===== src/rtl/regfile_write_arbiter.sv =====
// Register-file write-port arbiter: one-entry buffer per requester, one registered write per clock.
// Define RF_ARB_FIXED_PRIO_EN for fixed lowest-index priority; round-robin otherwise.
module regfile_write_arbiter #(
    parameter int N_REQ  = 3,
    parameter int DATA_W = 32,
    parameter int ADDR_W = 5
) (
    input  logic                     clk,
    input  logic                     rst_n,
    input  logic [N_REQ-1:0]         req_valid,
    input  logic [N_REQ*ADDR_W-1:0]  req_reg,
    input  logic [N_REQ*DATA_W-1:0]  req_data,
    output logic [N_REQ-1:0]         req_ready,
    output logic                     RegWrite,
    output logic [ADDR_W-1:0]        write_reg,
    output logic [DATA_W-1:0]        write_data,
    output logic [2**ADDR_W-1:0]     pending_mask
);

    localparam int PTR_W = (N_REQ > 1) ? $clog2(N_REQ) : 1;

    logic [N_REQ-1:0]  full_q, full_d;
    logic [ADDR_W-1:0] buf_reg_q  [N_REQ];
    logic [ADDR_W-1:0] buf_reg_d  [N_REQ];
    logic [DATA_W-1:0] buf_data_q [N_REQ];
    logic [DATA_W-1:0] buf_data_d [N_REQ];

    logic              reg_write_q, reg_write_d;
    logic [ADDR_W-1:0] write_reg_q, write_reg_d;
    logic [DATA_W-1:0] write_data_q, write_data_d;

    logic [N_REQ-1:0]  grant;
    logic [N_REQ-1:0]  accept;
    logic              any_grant;
    logic [PTR_W-1:0]  grant_idx;

`ifndef RF_ARB_FIXED_PRIO_EN
    logic [PTR_W-1:0]  rr_ptr_q, rr_ptr_d;
    logic [PTR_W:0]    cand;

    // Search upward from rr_ptr, wrapping; one extra bit keeps ptr+k from overflowing before the wrap.
    always_comb begin
        grant     = '0;
        grant_idx = '0;
        any_grant = 1'b0;
        cand      = '0;
        for (int k = 0; k < N_REQ; k++) begin
            cand = {1'b0, rr_ptr_q} + (PTR_W+1)'(k);
            if (cand >= (PTR_W+1)'(N_REQ)) begin
                cand = cand - (PTR_W+1)'(N_REQ);
            end
            if (!any_grant && full_q[cand[PTR_W-1:0]]) begin
                any_grant = 1'b1;
                grant_idx = cand[PTR_W-1:0];
            end
        end
        if (any_grant) begin
            grant[grant_idx] = 1'b1;
        end
    end

    always_comb begin
        rr_ptr_d = rr_ptr_q;
        if (any_grant) begin
            rr_ptr_d = (grant_idx == PTR_W'(N_REQ - 1)) ? '0 : grant_idx + PTR_W'(1);
        end
    end

    always_ff @(posedge clk or negedge rst_n) begin
        if (!rst_n) begin
            rr_ptr_q <= '0;
        end else begin
            rr_ptr_q <= rr_ptr_d;
        end
    end
`else
    always_comb begin
        grant     = '0;
        grant_idx = '0;
        any_grant = 1'b0;
        for (int k = 0; k < N_REQ; k++) begin
            if (!any_grant && full_q[k]) begin
                any_grant = 1'b1;
                grant_idx = PTR_W'(k);
            end
        end
        if (any_grant) begin
            grant[grant_idx] = 1'b1;
        end
    end
`endif

    // A buffer being drained this cycle may refill in the same cycle.
    assign req_ready = rst_n ? (~full_q | grant) : '0;
    assign accept    = req_valid & req_ready;

    // Writes to register 0 are accepted but never occupy the buffer.
    always_comb begin
        full_d     = full_q;
        buf_reg_d  = buf_reg_q;
        buf_data_d = buf_data_q;
        for (int i = 0; i < N_REQ; i++) begin
            if (grant[i]) begin
                full_d[i] = 1'b0;
            end
            if (accept[i]) begin
                full_d[i]     = (req_reg[i*ADDR_W +: ADDR_W] != '0);
                buf_reg_d[i]  = req_reg[i*ADDR_W +: ADDR_W];
                buf_data_d[i] = req_data[i*DATA_W +: DATA_W];
            end
        end
    end

    always_comb begin
        reg_write_d  = any_grant;
        write_reg_d  = write_reg_q;
        write_data_d = write_data_q;
        if (any_grant) begin
            write_reg_d  = buf_reg_q[grant_idx];
            write_data_d = buf_data_q[grant_idx];
        end
    end

    always_comb begin
        pending_mask = '0;
        for (int i = 0; i < N_REQ; i++) begin
            if (full_q[i]) begin
                pending_mask[buf_reg_q[i]] = 1'b1;
            end
        end
        if (reg_write_q) begin
            pending_mask[write_reg_q] = 1'b1;
        end
        pending_mask[0] = 1'b0;
    end

    always_ff @(posedge clk or negedge rst_n) begin
        if (!rst_n) begin
            full_q       <= '0;
            reg_write_q  <= 1'b0;
            write_reg_q  <= '0;
            write_data_q <= '0;
            for (int i = 0; i < N_REQ; i++) begin
                buf_reg_q[i]  <= '0;
                buf_data_q[i] <= '0;
            end
        end else begin
            full_q       <= full_d;
            reg_write_q  <= reg_write_d;
            write_reg_q  <= write_reg_d;
            write_data_q <= write_data_d;
            buf_reg_q    <= buf_reg_d;
            buf_data_q   <= buf_data_d;
        end
    end

    assign RegWrite   = reg_write_q;
    assign write_reg  = write_reg_q;
    assign write_data = write_data_q;

endmodule

===== config.mk =====
export PLATFORM = sky130hd
export DESIGN_NAME = regfile_write_arbiter
export DESIGN_NICKNAME = d
export VERILOG_FILES = /design/src/rtl/regfile_write_arbiter.sv
export SDC_FILE = /design/constraint.sdc
export NUM_CORES = 1
export LEC_CHECK = 0
export CORE_AREA = 2 2 101 201
export CTS_BUF_LIST = sky130_fd_sc_hd__clkbuf_2
export CTS_CLUSTER_SIZE = 12
export DETAILED_ROUTE_END_ITERATION = 7
export DIE_AREA = 0 0 103 203
export PLACE_DENSITY = 0.74
export RECOVER_POWER = 50
export SLEW_MARGIN = 20
export SYNTH_ARGS = -nofsm -noshare
export SYNTH_HDL_FRONTEND = slang
export SYNTH_SLANG_ARGS = --single-unit
export TNS_END_PERCENT = 50

===== constraint.sdc =====
create_clock -name clk -period 5.1 [get_ports clk]
set_input_delay 0.51 -clock clk [delete_from_list [all_inputs] [get_ports clk]]
set_output_delay 0.51 -clock clk [all_outputs]
set_load 0.02 [all_outputs]

==> impl_metrics.yaml <==
power_and_ir_drop:
  p_per_area_nw_per_um2: 802.1
  leakagePower_nw: 4.061
  vdd_drop_max_v: 0.0004004
  finalPower_mw: 7.994
floorplanning:
  dieWidth_um: 103
  num_rows: 72
  die_area_sq_um: 20910
  start_util_pct: 39.73
  core_sq_um: 19280
  die_y_um: 203
  pin_count: 189
route:
  viasPerCell: 5.699
  wl_um: 23300
  num_vias: 6069
  routed.top_layer: "met4"
  wl_met3_um: 1219
  ant_nets: 0
  post_drt_wl_per_cell_um: 21.88
  drc: 0
  wl_met1_um: 8092
  drtIter0Drc: 326
  first_pass_iters: 5
  route.met2.wl_um: 12770
sta:
  setup_violations: 0
  maxSlewViolCount: 77
  max-slew-margin-rel_pct: -26.08
  hold_viol_final: 0
  worst_pin_slew_ns: 1.891
  min_period_over_period_pct: 90.91
  tns_ns: 0
  fin_worst_skew_ns: 0.02686
  layout_min_cycle_time_ns: 4.636
  layout_setup_ws_ns: 0.4637
  fmaxAchievable_mhz: 215.7
  hold_slack_ns: 0.3777
  rsz0062_at_grt: "no"
status:
  status: "finished with violations"
  violations: "capacitance limit, slew limit"
worst_setup_path:
  rrSetupSlack_ns: 1.02
  worstPathRequired_ns: 4.59
  crit_slowest_cell: "nor3_4"
  crit_fanout: 21
  arrival_ns: 4.13
  path_cells: "inv_1 > ha_1 > mux2i_1 > o22ai_1 > nor3_4 > o31ai_1 > and2_1 > clkdlybuf4s50_1"
  path_delay_family: "simple AND/OR/NAND/NOR gates"
  critPathLaunchType: "register"
  cp-end-kind: "output port"
  worstSetupPathType: "register to output port"
  cpPeakStageDelay_ns: 0.83
  critical_path_buf_inv_count: 2
placed_design:
  dpl_worst_slack_ns: 1.032
  dp.cells: 1029
  gp_congestion: 0.9760
  hpwl_um: 17000
  io_buffers: 187
  postPlaceCellArea_sq_um: 9694
clock_network:
  clkSlewWorstSetupHoldPaths_ns: 0.21
  cts.sinks: 154
  post_cts_buffers: 0
  insertion_delay_ns: 0.71
  clockBufferDepth: 2
  cts_root_buf: "clkbuf_2"
  cts_tree: "yes"
  cts_max_level: 4
  numCtsBuffers: 17
layout:
  design_area_sq_um: 9966
  regMostFlops: "buf_data_q"
  fillerInstances: 1756
  final_cells: 1065
  largest_reg_flops: 96
  mostFrequentLayoutCell: "dfrtp_1"
  final_cell_mix: "154 x dfrtp_1, 150 x clkdlybuf4s50_1, 82 x mux2_2"
  drive_gt1_share_pct: 20.30
  nets: 910
  final_util_pct: 51.69
  area_delta_synth_final_pct: 30.10
logic_synthesis:
  netlist_instances: 619
  synthArstFlopShare_pct: 100.0
  syn_area_per_cell_sq_um: 12.37
  ys_seq_area_share_pct: 50.31
  yosys_register_bits: 154
  yosysWarnings: 0
  synth_fp_nets: 739
  synth-edff-count: 0
  syn_area_sq_um: 7660
  ys_types: 60
  ys.flop_type: "dfrtp_1"
job:
  maxCapViolations: 1
worst_hold_path:
  hp-class: "primary input to register"
global_route:
  grt.overflow.total: 0
  grt_pass1_wl_um: 36210
  grt_max_degree: 86
  grt_pass1_vias: 6500
  grt_antenna_before_repair: 3
  grt_usage_pct: 23.04
## kinds of logic (layout without fill, tap and decap cells)
| group | Yosys count | in the layout | share of synthesized area (%) |
|---|---|---|---|
| simple gates | 127 | 127 | 9.196 |
| mux | 126 | 126 | 19.29 |
| fa+ha+maj | 4 | 4 | 0.6534 |
| buf+inv | 51 | 235 | 3.430 |
| flops | 154 | 154 | 50.31 |
| other cells | 1 | 4 | 0.04896 |
| compound gates | 156 | 156 | 17.07 |
## final timing paths
kind | startpoint | endpoint | cells past startpoint
max | rr_ptr_q[0] | req_ready[0] | 8
min | req_data[15] | buf_data_q[79] | 2
max reg2reg | rr_ptr_q[0] | buf_data_q[95] | 9
min reg2reg | buf_data_q[81] | buf_data_q[81] | 1
max in group asynchronous | rst_n | buf_data_q[53] | 3
min in group asynchronous | rst_n | buf_data_q[7] | 2
## area by class of cell
type / instances / area, sq um / area share, %
diodes: 3 / 7.507 / 0.07533
clock buffers: 19 / 95.09 / 0.9542
clock inverters: 13 / 151.4 / 1.519
inverters: 5 / 18.77 / 0.1883
multi-input cells: 414 / 3560 / 35.72
flip-flops and latches: 154 / 3854 / 38.67
well taps: 259 / 324.1 / 3.252
repair buffers: 198 / 1956 / 19.62
## synthesized netlist by cell type (all sizes together) (6+ instances only)
library cell | n | area, sq um
a21oi | 17 | 96.35
a221o | 37 | 370.4
a22o | 25 | 219.0
a22oi | 6 | 45.04
a2bb2oi | 10 | 87.58
and2 | 6 | 37.54
buf | 23 | 157.7
clkbuf | 23 | 86.33
dfrtp | 154 | 3854
mux2 | 113 | 1348
mux2i | 13 | 130.1
nand2 | 34 | 127.6
nand3 | 6 | 30.03
nand3b | 12 | 90.09
nor2 | 28 | 112.6
nor3 | 6 | 35.03
nor3b | 8 | 60.06
o211ai | 9 | 67.56
o21ai | 14 | 73.82
o221ai | 10 | 87.58
o22ai | 13 | 81.33
## where the power goes
| group | leakage, nW | switching, mW | internal, mW | total (mW) |
|---|---|---|---|---|
| Clock | 0.143 | 0.428 | 0.272 | 0.700 |
| Combinational | 2.09 | 2.54 | 2.26 | 4.80 |
| Sequential | 1.82 | 0.590 | 1.90 | 2.49 |
| Total | 4.06 | 3.56 | 4.43 | 7.99 |
## metal layers
layer	up-vias	GRT usage, %
met3	81	4.337
met4	0	12.03
met5	-	0
li1	2709	-
met1	3030	25.09
met2	249	41.05
## repair_timing
action                                 4_1_cts  5_1_grt
resized for setup                            0        0
hold buffers                                 1        0
endpoints found under the hold margin       78        0
No activity file was read; power rests on OpenSTA's default activity.
